===== src/rtl/ntt_butterfly_scheduler_if.sv =====
// rtl/ntt_butterfly_scheduler_if.sv - request, issue, result and control signals of the butterfly scheduler
interface ntt_butterfly_scheduler_if #(
   parameter int TAG_W = 16
);
   logic             start;
   logic             in_valid;
   logic             in_ready;
   logic [1:0]       in_mode;
   logic [TAG_W-1:0] in_tag;
   logic             in_last;
   logic             issue_valid;
   logic [1:0]       issue_mode;
   logic             out_valid;
   logic [TAG_W-1:0] out_tag;
   logic             credit_ret;
   logic             done;
   logic             err_mode;
   logic             busy;

   modport master (
      output start, in_valid, in_mode, in_tag, in_last, credit_ret,
      input  in_ready, issue_valid, issue_mode, out_valid, out_tag, done, err_mode, busy
   );

   modport slave (
      input  start, in_valid, in_mode, in_tag, in_last, credit_ret,
      output in_ready, issue_valid, issue_mode, out_valid, out_tag, done, err_mode, busy
   );
endinterface


===== src/rtl/ntt_butterfly_scheduler.sv =====
// rtl/ntt_butterfly_scheduler.sv - exit-slot scheduler for the shared NTT butterfly datapath
module ntt_butterfly_scheduler #(
   parameter int TAG_W       = 16,
   parameter int LAT_GENERIC = 28,
   parameter int LAT_W0      = 6,
   parameter int LAT_W0_W2   = 14,
   parameter int CREDITS     = 32
) (
   input logic clk,
   input logic rst,
   ntt_butterfly_scheduler_if.slave bus
);
   localparam int MAXL_AB = (LAT_GENERIC > LAT_W0) ? LAT_GENERIC : LAT_W0;
   localparam int MAXL    = (MAXL_AB > LAT_W0_W2) ? MAXL_AB : LAT_W0_W2;

   typedef enum logic [1:0] {IDLE, RUN, DRAIN, DONE} state_t;

   state_t           state, state_nx;
   // occ[k] set means the result leaves the datapath k cycles from now; bit 0 is the current output
   logic [MAXL-1:0]  occ, occ_shift, occ_nx;
   logic [TAG_W-1:0] tag_slot [1:MAXL-1];
   logic [TAG_W-1:0] out_tag_q;
   logic [7:0]       credit_cnt;
   logic             err_q;
   logic             slot_taken, accept, issue;

   assign occ_shift = {1'b0, occ[MAXL-1:1]};

   always_comb begin
      slot_taken = occ_shift[LAT_GENERIC-1];
      case (bus.in_mode)
         2'd1:    slot_taken = occ_shift[LAT_W0-1];
         2'd2:    slot_taken = occ_shift[LAT_W0_W2-1];
         default: slot_taken = occ_shift[LAT_GENERIC-1];
      endcase
   end

   assign bus.in_ready    = (state == RUN) && (credit_cnt != 8'd0) && !slot_taken;
   assign accept          = bus.in_valid && bus.in_ready;
   assign issue           = accept && (bus.in_mode != 2'd3);
   assign bus.issue_valid = issue;
   assign bus.issue_mode  = issue ? bus.in_mode : 2'd0;
   assign bus.out_valid   = occ[0];
   assign bus.out_tag     = out_tag_q;
   assign bus.done        = (state == DONE);
   assign bus.busy        = (state != IDLE);
   assign bus.err_mode    = err_q;

   always_comb begin
      occ_nx = occ_shift;
      if (issue) begin
         case (bus.in_mode)
            2'd1:    occ_nx[LAT_W0-1]      = 1'b1;
            2'd2:    occ_nx[LAT_W0_W2-1]   = 1'b1;
            default: occ_nx[LAT_GENERIC-1] = 1'b1;
         endcase
      end
   end

   always_comb begin
      state_nx = state;
      case (state)
         IDLE:    if (bus.start) state_nx = RUN;
         RUN:     if (accept && bus.in_last) state_nx = DRAIN;
         DRAIN:   if (occ_shift == '0) state_nx = DONE;
         DONE:    state_nx = IDLE;
         default: state_nx = IDLE;
      endcase
   end

   always_ff @(posedge clk or posedge rst) begin
      if (rst) begin
         state      <= IDLE;
         occ        <= '0;
         out_tag_q  <= '0;
         credit_cnt <= 8'(CREDITS);
         err_q      <= 1'b0;
         for (int k = 1; k < MAXL; k++) tag_slot[k] <= '0;
      end else begin
         state <= state_nx;
         occ   <= occ_nx;
         if (occ[1]) out_tag_q <= tag_slot[1];
         for (int k = 1; k < MAXL - 1; k++) tag_slot[k] <= tag_slot[k+1];
         tag_slot[MAXL-1] <= '0;
         if (issue) begin
            case (bus.in_mode)
               2'd1:    tag_slot[LAT_W0-1]      <= bus.in_tag;
               2'd2:    tag_slot[LAT_W0_W2-1]   <= bus.in_tag;
               default: tag_slot[LAT_GENERIC-1] <= bus.in_tag;
            endcase
         end
         // a return arriving with an issue cancels out; returns never push past the full pool
         if (issue && !bus.credit_ret)
            credit_cnt <= credit_cnt - 8'd1;
         else if (!issue && bus.credit_ret && credit_cnt != 8'(CREDITS))
            credit_cnt <= credit_cnt + 8'd1;
         if (accept && bus.in_mode == 2'd3) err_q <= 1'b1;
      end
   end
endmodule

===== src/flat_wrapper.sv =====
// flat-port wrapper written by rule: the top's interface ports become plain ports
module ntt_butterfly_scheduler_flat 
#(
   parameter int TAG_W       = 16,
   parameter int LAT_GENERIC = 28,
   parameter int LAT_W0      = 6,
   parameter int LAT_W0_W2   = 14,
   parameter int CREDITS     = 32
)
  (clk, rst, bus_start, bus_in_valid, bus_in_mode, bus_in_tag, bus_in_last, bus_credit_ret, bus_in_ready, bus_issue_valid, bus_issue_mode, bus_out_valid, bus_out_tag, bus_done, bus_err_mode, bus_busy);
  ntt_butterfly_scheduler_if #(.TAG_W(TAG_W)) bus_i ();
  input logic clk;
  input logic rst;
  input wire logic [$bits(bus_i.start)-1:0] bus_start;
  input wire logic [$bits(bus_i.in_valid)-1:0] bus_in_valid;
  input wire logic [$bits(bus_i.in_mode)-1:0] bus_in_mode;
  input wire logic [$bits(bus_i.in_tag)-1:0] bus_in_tag;
  input wire logic [$bits(bus_i.in_last)-1:0] bus_in_last;
  input wire logic [$bits(bus_i.credit_ret)-1:0] bus_credit_ret;
  output wire logic [$bits(bus_i.in_ready)-1:0] bus_in_ready;
  output wire logic [$bits(bus_i.issue_valid)-1:0] bus_issue_valid;
  output wire logic [$bits(bus_i.issue_mode)-1:0] bus_issue_mode;
  output wire logic [$bits(bus_i.out_valid)-1:0] bus_out_valid;
  output wire logic [$bits(bus_i.out_tag)-1:0] bus_out_tag;
  output wire logic [$bits(bus_i.done)-1:0] bus_done;
  output wire logic [$bits(bus_i.err_mode)-1:0] bus_err_mode;
  output wire logic [$bits(bus_i.busy)-1:0] bus_busy;
  assign bus_i.start = bus_start;
  assign bus_i.in_valid = bus_in_valid;
  assign bus_i.in_mode = bus_in_mode;
  assign bus_i.in_tag = bus_in_tag;
  assign bus_i.in_last = bus_in_last;
  assign bus_i.credit_ret = bus_credit_ret;
  assign bus_in_ready = bus_i.in_ready;
  assign bus_issue_valid = bus_i.issue_valid;
  assign bus_issue_mode = bus_i.issue_mode;
  assign bus_out_valid = bus_i.out_valid;
  assign bus_out_tag = bus_i.out_tag;
  assign bus_done = bus_i.done;
  assign bus_err_mode = bus_i.err_mode;
  assign bus_busy = bus_i.busy;
  ntt_butterfly_scheduler #(.TAG_W(TAG_W), .LAT_GENERIC(LAT_GENERIC), .LAT_W0(LAT_W0), .LAT_W0_W2(LAT_W0_W2), .CREDITS(CREDITS)) u_core (.clk(clk), .rst(rst), .bus(bus_i));
endmodule

===== config.mk =====
export PLATFORM = sky130hd
export DESIGN_NAME = ntt_butterfly_scheduler_flat
export DESIGN_NICKNAME = d
export VERILOG_FILES = /design/src/rtl/ntt_butterfly_scheduler_if.sv /design/src/rtl/ntt_butterfly_scheduler.sv /design/src/flat_wrapper.sv
export SDC_FILE = /design/constraint.sdc
export NUM_CORES = 1
export LEC_CHECK = 0
export CORE_ASPECT_RATIO = 0.9
export CORE_UTILIZATION = 35
export CTS_CLUSTER_DIAMETER = 200
export DETAILED_ROUTE_END_ITERATION = 12
export SYNTH_ARGS = -nofsm -noshare
export SYNTH_HDL_FRONTEND = slang
export SYNTH_SLANG_ARGS = --single-unit

===== constraint.sdc =====
create_clock -name clk -period 25.3 [get_ports clk]
set_clock_uncertainty 0.15 [all_clocks]
set_input_delay 6.325 -clock clk [delete_from_list [all_inputs] [get_ports clk]]
set_output_delay 6.325 -clock clk [all_outputs]
set_load 0.02 [all_outputs]

==> summary.md, run 1 <==
| Metric | Value |
|---|---|
| Fin. max-slew vios | `0` |
| Max clock buf depth | `3` |
| Area share of the largest cell type after synthesis | `roughly nine tenths` |
| Setup_tns | `0 ps` |
| Height of the die | `188.9 um` |
| Clock Latency Late Sink | `540 ps` |
| Vias per cell | `4.144` |
| ANT nets after route | `0` |
| Commonest non-fill, non-tap cells in the layout | `dfrtp_1 (486), clkbuf_16 (47), clkdlybuf4s50_1 (47)` |
| Grt total ovfl | `0` |
| Root buffer cell | `clkbuf_16` |
| Final Cycle Share | `61.25%` |
| Post-synthesis cell type count | `37` |
| Layout cells sized above 1 | `17.77%` |
| Worst hold-check path type | `register to register` |
| Largest net degree at the start of global routing | `182` |
| Via count | `around 5200` |
| Drt first pass iters | `4` |
| CTS tree | `done` |
| Syn nets | `a little under 700` |
| Setup crit end kind | `output port` |
| Die area | `0.03961 mm^2` |
| Synth Register Bits | `487` |
| # diodes | `0` |
| Area contributors post-synth | `dfrtp_1 (90%), mux2_2 (2.7%), mux2_4 (2.0%), ha_1 (0.83%), and3_1 (0.74%)` |
| # IOs | `48` |
| Core Rows | `68` |
| Vias in the first global route | `5611` |
| Area growth syn-to-layout | `19.17%` |
| Crit start category | `input port` |
| Post-route cell area | `0.01619 mm^2` |
| First-pass GRT wire length | `about 31000 um` |
| Critical Path RT | `18830 ps` |
| Synth Cell Area | `0.01358 mm^2` |
| Cell taking the most area after synthesis | `dfrtp_1` |
| Max cap viols | `0` |
| Worst hold slack | `182.8 ps` |
| Crit path max fanout | `22` |
| Ys flop type | `dfrtp_1` |
| Final Hold Viols | `0` |
| Leakage power | `8.322 nW` |
| Resized cells post-CTS | `0` |
| PD cells | `104.4 mW/mm^2` |
| Commonest non-fill, non-tap cell in the layout | `dfrtp_1` |
| Ys async rst share | `100.0%` |
| Initial Util | `between 30 and 40%` |
| Initial antenna violation count | `0` |
| Critical Path AT | `approximately 9000 ps` |
| Fin nets | `768` |
| Setup bufs post-CTS | `0` |
| Synth Area per Inst | `approximately 21 um^2` |
| Sequential area share after synthesis | `89.72%` |
| Placed cell count | `1176` |
| Routed Wire Length | `roughly 18000 um` |
| Sinks on Clock Net | `487` |
| Iteration-0 DRC Markers | `362` |
| Slew headroom | `between 20% and 30%` |
| Final number of setup-violating endpoints | `0` |
| Total CTS buffers | `47` |
| RSZ-0062 raised after global routing | `false` |
| Tot GR Track Use | `9.879%` |
| Syn. warnings | `0` |
| Mapped Cells | `~650` |
| Cell Count, Final, Fillers Out | `around 1300` |
| Final core occ | `between 40% and 50%` |
| Worst Max-Slew Pin Slew | `1064 ps` |
| Width of the die | `209.7 um` |
| Max VDD drop | `0.00004885 V` |
| Final Critical Period | `around 15000 ps` |
| CTS H-tree lvls | `2` |
| Fmax | `0.06453 GHz` |
| DRC errors left | `0` |
| Core area | `0.03829 mm^2` |
| IO buf count | `47` |
| DP Area | `between 0.01 and 0.015 mm^2` |
| Status | `complete, no violations` |
| Detailed Place HPWL | `about 10000 um` |
| Cts hold-fix bufs | `0` |
| Placer Congestion | `0.7235` |
| Number of synthesized flops with an enable pin | `0` |
| Routed len/inst | `14.50 um` |
| Worst-path clk slew | `60 ps` |
| WS Path Type | `input port to output port` |
## final timing paths
kind,start,end,slack (ps),cells after the start
max in group asynchronous,rst,u_core.tag_slot[109],16300,4
min reg2reg,u_core.tag_slot[323],u_core.tag_slot[339],180,0
min,u_core.tag_slot[323],u_core.tag_slot[339],180,0
max,bus_in_mode[0],bus_issue_valid,9800,7
min in group asynchronous,rst,u_core.bus.out_tag[4],6230,2
max reg2reg,u_core.state[1],u_core.credit_cnt[4],22440,11
## registers in the layout (all words and copies together), names as in the netlist
signal / flops
u_core.bus.err_mode: 1
u_core.bus.out_tag: 16
u_core.credit_cnt: 8
u_core.occ: 28
u_core.state: 2
u_core.tag_slot: 432
## worst max-delay path, stage by stage
cell	delay (ps)
clkdlybuf4s50_1	510
inv_1	70
ha_1	780
o221ai_4	220
nor3_2	140
buf_4	280
clkdlybuf4s50_1	680
## per-layer routing
metal  vias to the layer above  GRT usage [%]  part of all wire (%)
li1                       2288              -                     -
met1                      2808          14.62                    50
met2                        86          14.09                    43
met3                        44          2.289                   3.9
met4                         0          4.015                   2.7
met5                         -              0                     0
## per-stage QoR
step	total power [mW]	setup slack, ps
3_3_place_gp	1.027	9910
2_1_floorplan	0.9802	5236
4_1_cts	1.718	9791
3_5_place_dp	1.032	9853
6_report	1.690	9803
5_1_grt	1.771	9691
## cell usage after synthesis (all sizes together), types with 2 or more instances
cell type / number
inv: 9
clkbuf: 4
nor3: 2
and3: 16
buf: 7
nand2: 6
or4: 2
and2: 4
nand3: 6
dfrtp: 486
xor2: 6
xnor2: 2
mux2: 50
nor2: 4
o32ai: 3
nor4: 8
o21ai: 3
nand4: 3
ha: 9
or2: 2
o22ai: 2
a22oi: 2
## kinds of logic after synthesis
group	share of synthesized area, %
flip-flops	89.72
AND/OR/NAND/NOR	2.469
multiplexers	4.642
buffers and inverters	0.8656
AO/OA/AOI/OAI	0.9579
adder cells (fa/ha/maj)	0.8290
XOR/XNOR	0.5158
## report_power, final
part	total, mW	switching [mW]	internal (mW)
combinational	0.127	0.0680	0.0589
sequential	0.888	0.0341	0.854
clock	0.675	0.272	0.402
## final cells by class
class / count / area, um^2
inverter: 9 / 41.29
clock buffer: 72 / 1400
clock inverter: 13 / 146.4
timing repair buffer: 52 / 520.5
multi-input combinational: 138 / 1279
sequential: 487 / 12190
tap: 490 / 613.1
fill: 3341 / 22100
(Power assumes the default switching activity.)
==> run 2: changes to the inputs <==
Clock period 25.3 ns to 13.95 ns, I/O delays scaled along.
==> summary.md, run 2 (synthesis gave the netlist of run 1 again) <==
| Metric | Value |
|---|---|
| Status | `complete, no violations (unchanged)` |
| Final Cycle Share | `between 70% and 80%` |
| Routed len/inst | `14.48 um (was 14.50 um)` |
| Initial antenna violation count | `0 (unchanged)` |
| Hold depth | `0 (unchanged)` |
| IO buf count | `47 (unchanged)` |
| Sw frac | `22.10% (was 22.16%)` |
| WS Path Type | `input port to output port (unchanged)` |
| Worst Max-Slew Pin Slew | `1072 ps (was 1064 ps)` |
| Most frequent CP cell | `clkdlybuf4s50_1 (unchanged)` |
| Clock Latency Late Sink | `520 ps (was 540 ps)` |
| First-pass GRT wire length | `30570 um (was 30950 um)` |
| Biggest register | `u_core.tag_slot (unchanged)` |
| Resized cells post-CTS | `0 (unchanged)` |
| Worst Path Buf+Inv | `4 (unchanged)` |
| Final number of setup-violating endpoints | `0 (unchanged)` |
| Fmax | `0.1023 GHz` |
| Setup bufs post-CTS | `0 (unchanged)` |
| Sinks on Clock Net | `487 (unchanged)` |
| Largest net degree at the start of global routing | `189 (was 182)` |
| DRC errors left | `0 (unchanged)` |
| Cts hold-fix bufs | `0 (unchanged)` |
| Height of the die | `188.9 um (unchanged)` |
| Via count | `5187 (was 5226)` |
| Worst hold-check path type | `register to register (unchanged)` |
| Max cap viols | `0 (unchanged)` |
| Hold Crit Endpoint | `u_core.tag_slot[111] (was u_core.tag_slot[339])` |
| RSZ-0062 raised after global routing | `false (unchanged)` |
| Final Critical Period | `9773 ps` |
| Vias in the first global route | `5549 (was 5611)` |
| Final Hold Viols | `0 (unchanged)` |
| Fin nets | `767 (was 768)` |
| Layout cells sized above 1 | `16.97% (was 17.77%)` |
| Delay-heaviest family, CP | `buffers and inverters (unchanged)` |
| Crit path max fanout | `22 (unchanged)` |
| Flop pwr share | `54.1% (was 52.6%)` |
| Core Rows | `68 (unchanged)` |
| Detailed Place HPWL | `10070 um (was 9734 um)` |
| Post-route cell area | `0.01603 mm^2 (was 0.01619 mm^2)` |
| Switching pwr | `658.0 uW (was 374.5 uW)` |
| Area growth syn-to-layout | `18.02% (was 19.17%)` |
| Initial Util | `35.48% (unchanged)` |
| CTS H-tree lvls | `2 (unchanged)` |
| Commonest non-fill, non-tap cell in the layout | `dfrtp_1 (unchanged)` |
| Worst-path clk slew | `60 ps (about the same)` |
| Placer Congestion | `0.7320 (was 0.7235)` |
| Width of the die | `209.7 um (unchanged)` |
| Slowest-stage cell, CP | `ha_1 (unchanged)` |
| Die area | `0.03961 mm^2 (unchanged)` |
| Commonest non-fill, non-tap cells in the layout | `dfrtp_1 (486), clkbuf_16 (47), clkdlybuf4s50_1 (47) (unchanged)` |
| Tot GR Track Use | `9.826% (was 9.879%)` |
| Slew headroom | `28.56% (was 29.09%)` |
| Setup crit end kind | `output port (unchanged)` |
| Leakage power | `8.248 nW (was 8.322 nW)` |
| # IOs | `48 (unchanged)` |
| Grt total ovfl | `0 (unchanged)` |
| Register-to-Register Path Depth | `6 (was 11)` |
| # diodes | `0 (unchanged)` |
| Crit start category | `input port (unchanged)` |
| Int Pwr | `2.320 mW (was 1.316 mW)` |
| Vias per cell | `4.150 (was 4.144)` |
| Iteration-0 DRC Markers | `372 (was 362)` |
| Drt first pass iters | `4 (unchanged)` |
| Fin. max-slew vios | `0 (unchanged)` |
| ANT nets after route | `0 (unchanged)` |
| CTS tree | `done (unchanged)` |
| Comb pwr share | `7.7% (was 7.5%)` |
| R2R Path End | `u_core.tag_slot[367] (was u_core.credit_cnt[4])` |
| Max reg flops | `432 (unchanged)` |
| DP Area | `0.01465 mm^2 (was 0.01464 mm^2)` |
| Root buffer cell | `clkbuf_16 (unchanged)` |
| Critical Path AT | `6140 ps (was 9020 ps)` |
| Clk network pwr share | `38.2% (was 39.9%)` |
| HP Start | `u_core.tag_slot[95] (was u_core.tag_slot[323])` |
| Register-to-register setup slack | `10990 ps (was 22440 ps)` |
| Total CTS buffers | `45 (was 47)` |
| Critical Path RT | `10310 ps (was 18830 ps)` |
| Max clock buf depth | `3 (unchanged)` |
| Reg2reg start | `u_core.occ[14] (was u_core.state[1])` |
| Routed Wire Length | `18100 um (was 18280 um)` |
| Core area | `0.03829 mm^2 (unchanged)` |
| Max VDD drop | `0.00009491 V (was 0.00004885 V)` |
| CP cell instances | `clkdlybuf4s50_1, inv_1, ha_1, o221ai_4, nor3_2, buf_4, clkdlybuf4s50_1 (unchanged)` |
| Setup_tns | `0 ps (unchanged)` |
| CP max stage delay | `720 ps (was 780 ps)` |
| PD cells | `185.7 mW/mm^2 (was 104.4 mW/mm^2)` |
## run 2: per-layer routing
layer / GRT usage (%) / routed length, um
met1: 14.46 / 8994
met2: 14.20 / 8040
met3: 2.289 / 714
met4: 3.762 / 354
met5: 0 / 0
## run 2: power by group through the flow
stage               Combinational, mW  Clock [mW]  Sequential (mW)
global placement                0.230           0             1.63
floorplan                       0.144           0             1.63
CTS                             0.234        1.18             1.62
global route                    0.255        1.24             1.63
detailed placement              0.233           0             1.64
finish                          0.229        1.14             1.61
## run 2: worst reg2reg max path: cells and delay by family (launching register included)
family | cells | cell delay (ps)
AO/OA/AOI/OAI | 2 | 530
buffers and inverters | 1 | 280
flip-flops | 1 | 420
multiplexers | 1 | 440
AND/OR/NAND/NOR | 2 | 1020
## run 2: stage by stage
| step | setup WS [ps] | hold slack, ps | std cells | util, % | power [mW] |
|---|---|---|---|---|---|
| 3_5_place_dp | 4130 | 184.7 | 1177 | 38.25 | 1.872 |
| 5_1_grt | 3997 | 199.9 | 1250 | 41.87 | 3.121 |
| 3_3_place_gp | 4219 | 181.5 | 1177 | 38.25 | 1.862 |
| 6_report | 4177 | 189.2 | 1250 | 41.87 | 2.978 |
| 4_1_cts | 4115 | 187.0 | 1250 | 41.87 | 3.026 |
| 2_1_floorplan | 3711 | 181.2 | 645 | - | 1.778 |
## run 2: worst max path at each step
stage | slack (ps) | to | start | depth (start not counted)
after global routing | 4000 | bus_issue_valid | bus_in_mode[0] | 7
after floorplan | 3710 | u_core.bus.err_mode | rst | 1
after global placement | 4220 | bus_issue_valid | bus_in_mode[0] | 7
after detailed placement | 4130 | bus_issue_valid | bus_in_mode[0] | 7
final | 4180 | bus_issue_valid | bus_in_mode[0] | 7
after CTS | 4120 | bus_issue_valid | bus_in_mode[0] | 7
## run 2: final cells by class
cell class                      count  area (um^2)
Fill cell                        3308        22260
Sequential cell                   487        12190
Clock buffer                       62         1292
Tap cell                          490        613.1
Clock inverter                     11        93.84
Multi-Input combinational cell    138         1279
Timing Repair Buffer               53        528.0
Inverter                            9        37.54
